`src/rtl/mulaw_enc_arbiter.sv`:
```
// mulaw_enc_arbiter: round-robin arbitrated, serial chord-search mu-law encoder
// One sample in flight; code returned with requester id on a valid/ready output.
module mulaw_enc_arbiter #(
  parameter int P_NUM_REQ    = 4,
  parameter int P_DECODED_DW = 14,
  parameter int P_ENCODED_DW = 8,
  parameter int P_NUM_CHORD  = 8,
  parameter int P_INVERT     = 1
) (
  input  logic                                clk,
  input  logic                                rst_n,
  input  logic [P_NUM_REQ-1:0]                req_valid,
  output logic [P_NUM_REQ-1:0]                req_ready,
  input  logic [P_NUM_REQ*P_DECODED_DW-1:0]   req_data,
  output logic                                out_valid,
  input  logic                                out_ready,
  output logic [P_ENCODED_DW-1:0]             out_code,
  output logic [$clog2(P_NUM_REQ)-1:0]        out_id,
  output logic                                out_clip,
  output logic                                busy
);
  localparam int DW   = P_DECODED_DW;
  localparam int CW   = $clog2(P_NUM_CHORD);
  localparam int M    = P_ENCODED_DW - 1 - CW;
  localparam int TOP  = M + P_NUM_CHORD + 1;
  localparam int BIAS = 2**(M+1) + 1;
  localparam int CLIP = 2**TOP - BIAS - 1;
  localparam int IW   = $clog2(P_NUM_REQ);

  if (TOP > DW - 1) begin : g_bad_cfg
    $error("mulaw_enc_arbiter: chord range exceeds sample width");
  end

  typedef enum logic [1:0] {IDLE, SEARCH, DONE} state_t;

  state_t                  r_state;
  logic [IW-1:0]           r_ptr;
  logic [CW-1:0]           r_cnt;
  logic [TOP-2:0]          r_half;
  logic                    r_neg;
  logic [IW-1:0]           r_id;
  logic                    r_clip;
  logic                    r_valid;
  logic [P_ENCODED_DW-1:0] r_code;

  logic                    w_gv;
  logic [IW-1:0]           w_grant;
  logic [DW-1:0]           w_sample;
  logic [DW:0]             w_mag;
  logic                    w_clip;
  logic [TOP-2:0]          w_half;
  logic                    w_hit;
  logic [M-1:0]            w_mant;
  logic [P_ENCODED_DW-1:0] w_raw;

  // descending scan so the smallest cyclic offset from r_ptr wins
  always_comb begin
    w_gv    = 1'b0;
    w_grant = '0;
    for (int i = P_NUM_REQ - 1; i >= 0; i--)
      if (req_valid[(int'(r_ptr) + i) % P_NUM_REQ]) begin
        w_gv    = 1'b1;
        w_grant = IW'((int'(r_ptr) + i) % P_NUM_REQ);
      end
  end

  assign w_sample = req_data[int'(w_grant)*DW +: DW];
  assign w_mag    = w_sample[DW-1] ? -{w_sample[DW-1], w_sample} : {1'b0, w_sample};
  assign w_clip   = w_mag > (DW+1)'(CLIP);
  // holds biased>>1 directly: BIAS is odd, and biased[0] never reaches the code
  assign w_half   = w_clip ? '1 : w_mag[TOP-1:1] + (TOP-1)'(2**M) + (TOP-1)'(w_mag[0]);

  always_comb begin
    w_hit  = 1'b0;
    w_mant = '0;
    for (int i = 0; i < P_NUM_CHORD; i++)
      if (r_cnt == CW'(i)) begin
        w_hit  = r_half[i+M] | (i == 0);
        w_mant = r_half[i +: M];
      end
  end

  assign w_raw     = {r_neg, r_cnt, w_mant};
  assign req_ready = (r_state == IDLE && w_gv) ? P_NUM_REQ'(1) << w_grant : '0;
  assign out_valid = r_valid;
  assign out_code  = r_code;
  assign out_id    = r_id;
  assign out_clip  = r_clip;
  assign busy      = r_state != IDLE;

  always_ff @(posedge clk or negedge rst_n) begin
    if (!rst_n) begin
      r_state <= IDLE;
      r_ptr   <= '0;
      r_cnt   <= '0;
      r_half  <= '0;
      r_neg   <= 1'b0;
      r_id    <= '0;
      r_clip  <= 1'b0;
      r_valid <= 1'b0;
      r_code  <= '0;
    end else begin
      case (r_state)
        IDLE: if (w_gv) begin
          r_half  <= w_half;
          r_neg   <= w_sample[DW-1];
          r_clip  <= w_clip;
          r_id    <= w_grant;
          r_ptr   <= (int'(w_grant) == P_NUM_REQ - 1) ? '0 : w_grant + 1'b1;
          r_cnt   <= CW'(P_NUM_CHORD - 1);
          r_state <= SEARCH;
        end
        SEARCH: if (w_hit) begin
          r_code  <= (P_INVERT != 0) ? ~w_raw : w_raw;
          r_valid <= 1'b1;
          r_state <= DONE;
        end else begin
          r_cnt <= r_cnt - 1'b1;
        end
        DONE: if (out_ready) begin
          r_valid <= 1'b0;
          r_state <= IDLE;
        end
        default: r_state <= IDLE;
      endcase
    end
  end
endmodule

```
`config.mk`:
```
export PLATFORM = sky130hd
export DESIGN_NAME = mulaw_enc_arbiter
export DESIGN_NICKNAME = d
export VERILOG_FILES = /design/src/rtl/mulaw_enc_arbiter.sv
export SDC_FILE = /design/constraint.sdc
export NUM_CORES = 1
export LEC_CHECK = 0
export CAP_MARGIN = 20
export CORE_MARGIN = 3
export CORE_UTILIZATION = 39
export DETAILED_ROUTE_END_ITERATION = 16
export GPL_TIMING_DRIVEN = 0
export HOLD_SLACK_MARGIN = 0.03
export PLACE_DENSITY = 0.62
export REMOVE_ABC_BUFFERS = 1
export SYNTH_ARGS = -nofsm -noshare
export SYNTH_HDL_FRONTEND = slang
export SYNTH_SLANG_ARGS = --single-unit
```
`constraint.sdc`:
```
create_clock -name clk -period 3.9 [get_ports clk]
set_input_delay 0.78 -clock clk [delete_from_list [all_inputs] [get_ports clk]]
set_output_delay 0.78 -clock clk [all_outputs]
set_load 0.03 [all_outputs]
```
After elaboration in Yosys (flattened, before gate mapping)
Cells that the tools add are included.
{"block": "word_totals", "input_bits": 63, "regBits": 32, "word_cells": 106}
{"block": "op_classes", "mul": 1, "shifts": 2, "magnitude_cmp": 5, "n_reduce_logical": 14, "n_eq_ne": 14, "n_bitwise": 4, "muxes": 49, "add_sub_neg": 8}
{"cell": "56-bit by 7-bit indexed part select with 14-bit output", "n": 1}
{"cell": "4-bit 2-to-1 mux", "n": 9}
{"cell": "1-bit 2-to-1 mux", "n": 21}
{"cell": "2-bit 2-to-1 mux", "n": 8}
{"cell": "15-bit by 13-bit > comparator with 1-bit output, second input constant", "n": 1}
{"cell": "15-bit 2-to-1 mux", "n": 1}
{"cell": "15-bit negator", "n": 1}
{"cell": "12-bit by 1-bit adder with 12-bit output", "n": 1}
{"cell": "12-bit by 5-bit adder with 12-bit output, second input constant", "n": 1}
{"cell": "3-bit == test, second input constant", "n": 4}
{"cell": "3-bit by 4-bit < comparator with 1-bit output, second input constant", "n": 3}
{"cell": "12-bit 2-to-1 mux", "n": 1}
{"cell": "3-bit AND reduction", "n": 3}
{"cell": "1-bit binary-select mux with 2-bit select", "n": 4}
{"cell": "2-bit inequality test, second input constant", "n": 4}
{"cell": "8-bit NOT", "n": 1}
{"cell": "3-bit by 2-bit == test with 1-bit output, second input constant", "n": 2}
{"cell": "3-bit 2-to-1 mux", "n": 2}
{"cell": "2-bit one-hot mux with 3 select lines", "n": 1}
{"cell": "3-bit one-hot mux with 2 select lines", "n": 1}
{"cell": "2-bit nonzero test", "n": 3}
{"cell": "2-bit OR reduction", "n": 3}
{"cell": "2-bit by 3-bit multiplier with 5-bit output, second input constant", "n": 1}
{"cell": "2-bit by 1-bit adder with 2-bit output, second input constant", "n": 2}
{"cell": "other kinds (13)", "n": 18}

Depth between registers and ports, before layout
{"block": "logic_depth", "word_depth": 17, "ltp_mapped": 18, "depth_no_buf": 16}

Least setup slack after synthesis
OpenSTA, ideal clock, no wires.
{"block": "synth_path", "path_kind": "input -> register", "startpoint": "input req_valid[0]", "endpoint": "register r_half[10]", "required_ps": 3778, "path_stages": 15, "path_slack_ps": 167, "arrival_time_ps": 3611, "cell_sequence": "a21oi_1 o21a_1 o22a_1 buf_6 buf_2 mux2i_2 buf_2 nand2_1 o21ai_0 ha_1 ha_1 o41ai_2 a2111oi_0 xor2_1 a21oi_2"}
{"block": "synth_via", "elab_chain_cells": 14, "elab_cells_between_ends": 28, "classes_between": "add/sub (3); mul (1); order compare (1); shift (1); mux (21); reduce/logical (1)"}
{"element": "from (decl)", "line": "12", "text": "input logic [P_NUM_REQ-1:0] req_valid,"}
{"element": "1-bit binary-select mux with 2-bit select", "line": "61", "text": "if (req_valid[(int'(r_ptr) + i) % P_NUM_REQ]) begin"}
{"element": "1-bit 2-to-1 mux (implied by the code) (2 in a row)", "line": "61"}
{"element": "2-bit 2-to-1 mux (3 in a row)", "line": "61"}
{"element": "2-bit 2-to-1 mux *", "line": "61"}
{"element": "via w_grant[1]", "line": "47", "text": "logic [IW-1:0] w_grant;"}
{"element": "2-bit by 3-bit multiplier with 5-bit output *", "line": "67", "text": "assign w_sample = req_data[int'(w_grant)*DW +: DW];"}
{"element": "56-bit by 7-bit indexed part select with 14-bit output *", "line": "67"}
{"element": "15-bit negator", "line": "68", "text": "assign w_mag = w_sample[DW-1] ? -{w_sample[DW-1], w_sample} : {1'b0, w_sample};"}
{"element": "15-bit 2-to-1 mux *", "line": "68"}
{"element": "12-bit by 5-bit adder with 12-bit output", "line": "71", "text": "assign w_half = w_clip ? '1 : w_mag[TOP-1:1] + (TOP-1)'(2**M) + (TOP-1)'(w_mag[0]);"}
{"element": "12-bit by 1-bit adder with 12-bit output", "line": "71"}
{"element": "12-bit 2-to-1 mux *", "line": "71"}
{"element": "to (signal assigned)", "line": "105", "text": "r_half <= w_half;"}
{"element": "to (decl)", "line": "39", "text": "logic [TOP-2:0] r_half;"}
Mark *: on every way through the listed nets, which the timed path passes. The rest lies on a longest branch. The select of a mux whose other input is x is not followed.
A chain may end at the register's enable or synchronous reset.

Final worst setup path
{"block": "layout_path", "startpoint": "input req_valid[1]", "endpoint": "register r_half[1]"}
{"block": "layout_via", "elab_chain_cells": 14, "elab_cells_between_ends": 28, "classes_between": "add/sub (3); mul (1); order compare (1); shift (1); mux (21); reduce/logical (1)"}
{"element": "1-bit binary-select mux with 2-bit select", "line": "61"}
{"element": "1-bit 2-to-1 mux (implied by the code) (2 in a row)", "line": "61"}
{"element": "2-bit 2-to-1 mux (4 in a row)", "line": "61"}
{"element": "2-bit by 3-bit multiplier with 5-bit output", "line": "67"}
{"element": "56-bit by 7-bit indexed part select with 14-bit output", "line": "67"}
{"element": "15-bit negator", "line": "68"}
{"element": "15-bit 2-to-1 mux", "line": "68"}
{"element": "12-bit by 5-bit adder with 12-bit output", "line": "71"}
{"element": "12-bit by 1-bit adder with 12-bit output", "line": "71"}
{"element": "12-bit 2-to-1 mux", "line": "71"}
Several ways; a longest one is shown, not always the timed one. The select of a mux whose other input is x is not followed.

==> run metrics <==
drc violations 0; crit path DAT 3.93 ns; Clock Pin Slew Worst Setup and Hold Paths approximately 0.07 ns; Vias/cell 5.47; overall routing resource usage 20.0%; element type at the critical path end flop; # placed instances between 500 and 600; clock network power share 8.9%; H-tree depth 2; Final ANT Viol Nets 0; largest cells by area after synthesis dfrtp_1, nand2_1, ha_1; DRT iter0 DRCs 133; Syn Area/Cell 7.89 µm²; synth warn 0; post-layout minimum cycle time ~3.7 ns; hold buffers post-CTS 0; Setup TNS 0 ns; worst-case clock buffer depth 2; share of Yosys cell area claimed by the top area cell type between 20% and 30%; worst slew pin tran 0.713 ns; Synth top cells by count nand2_1, nor2_1, dfrtp_1; Die X 95.3 µm; cell area after synthesis 0.00311 mm²; IO Pins 80; Tot Pwr 3.44 mW; Yosys cell types 61; # Max-Cap Violations 0; DRT Pass-1 Iters 4; DR WL/cell around 15 µm; Vert. Die Dim 95.3 µm; Period Utilization, post-route 95.4%; Area growth, synth to finish 38.6%; HPWL after DPL between 6 and 7 mm; outcome complete, no violations; Rows 31; prevailing post-synth register cell dfrtp_1; sw frac 50.3%; Final nets around 550; Final Hold Viols 0; ys async rst share 100%; fin util roughly 58%; initial core utilization between 40 and 50%; Setup WS post-layout between 0.15 and 0.2 ns; Worst Setup Path Type input pin to flop; Hold Path Class flop to flop; antenna violations before repair 0; total gr overflow 0; endpoints failing setup 0; dominant cell type by area after synthesis dfrtp_1; Final Cell Area 0.00431 mm²; Gate Count Post-Synth 394; cts bufs inserted 5; max-slew violation count 0; worst path required time 4.10 ns; # diodes 0; Max transition margin between 50% and 60%; Reg2Reg Setup Slack 0.32 ns; pwr dens 799 mW/mm²; WHS 0.475 ns; Post-synth EDFFs 0; Seq/Total Area, Yosys 25.8%; core area 0.00749 mm²; largest net degree at the start of global routing 33; via count roughly 3200; Layout Skew 0.00265 ns; clock tree from TritonCTS done; clock tree sinks 32; clk_lat worst skew 0.28 ns; Max FO, Critical Path 12; Lkg Pwr between 1.5 and 2 nW; Cell Count, Final, Fillers Out ~580; top-count cell post-synth nand2_1; Worst setup SP type input pin; Internal 1.71 mW; die area 0.00907 mm²; Root Driver clkbuf_8; share of cells above drive strength 1 16.1%; Final Wtd Congestion 0.834; fmax 0.269 GHz; Psw 1.73 mW; Placed Area 0.00391 mm²; vias in the first global route 3093; first-pass GRT wire length 14.5 mm; flops & latches, synth 32; maximum VDD drop ~0.00025 V; Total Routed Length 8.65 mm; pre-CTS setup slack -1.43 ns; combinational power share 71.5%; Seq pwr share between 10% and 20%; IO buf count 79
==> critical path: stages <==
cell and delay, ns:
clkbuf_2 0.16, a21boi_4 0.24, o2bb2ai_4 0.09, nor2_4 0.21, clkinv_8 0.12, mux2i_1 0.20
mux2i_2 0.11, inv_2 0.10, ha_1 0.20, inv_1 0.09, a21oi_2 0.16, nand4_1 0.19
xnor2_2 0.26, a31oi_4 0.15, nor4_4 0.40, a31oi_4 0.13, buf_12 0.18, a21oi_1 0.13
==> area by class of cell <==
cell class / count / area (µm²)
repair buffers: 94 / 900
flip-flops and latches: 32 / 802
well taps: 99 / 124
clock buffers: 6 / 72.6
fillers: 677 / 3180
multi-input cells: 328 / 2290
inverters: 15 / 73.8
clock inverters: 2 / 35.0
repair inverters: 1 / 8.76
==> path summary, 6_finish.rpt <==
path                          endpoint  cells after the start    startpoint
min reg2reg                out_code[2]                      2   out_code[2]
min                        out_code[2]                      2   out_code[2]
max                          r_half[1]                     18  req_valid[1]
min in group asynchronous    out_id[1]                      1         rst_n
max in group asynchronous     r_ptr[1]                      1         rst_n
max reg2reg                  r_half[1]                     17      r_ptr[1]
==> metal layers <==
layer / GRT usage, % / vias up / routed length, µm
met5: 0 / - / 0
met4: 5.77 / 0 / 103
met3: 3.31 / 8 / 401
met2: 36.6 / 96 / 4450
met1: 23.7 / 1459 / 3700
li1: - / 1594 / -
==> placed cells by master, fill, tap and decap left out, drive strengths merged, types with 6 or more instances in the layout <==
cell / count
a211oi: 15
a21oi: 31
a22oi: 8
a31o: 7
a31oi: 6
and3: 13
buf: 16
clkbuf: 8
clkdlybuf4s50: 74
dfrtp: 32
ha: 13
inv: 15
mux2i: 15
nand2: 51
nand3: 18
nor2: 39
nor2b: 9
nor3: 6
o21ai: 31
xnor2: 13
xor2: 7
==> power groups by stage <==
stage	Sequential (mW)	Combinational (mW)	Clock, mW
floorplan	0.731	1.55	0
global placement	0.661	2.18	0
detailed placement	0.665	2.20	0
CTS	0.668	2.38	0.317
global route	0.707	2.72	0.333
finish	0.674	2.46	0.307
==> kinds of logic after synthesis <==
group,after synthesis,share of synthesized area [%]
AOI/OAI and AO/OA,122,27.7
xor gates and xnor gates,20,5.64
adders and majority gates,13,5.24
buffers and inverters,35,5.44
DFF,32,25.8
muxes,18,6.40
and+or+nand+nor,154,23.8
==> sequential cells by signal, indices dropped and copies added, names as in the netlist <==
signal and flops:
r_state 2, out_valid 1, out_id 2, r_cnt 3, out_clip 1, r_neg 1
r_half 12, out_code 8, r_ptr 2
==> repair_timing <==
action	in CTS	in global routing
pin swaps	5	6
endpoints found under the setup margin	17	13
gates cloned	1	1
gates resized for setup	30	14
buffers inserted	7	8
No activity file was read; power rests on OpenSTA's default activity.
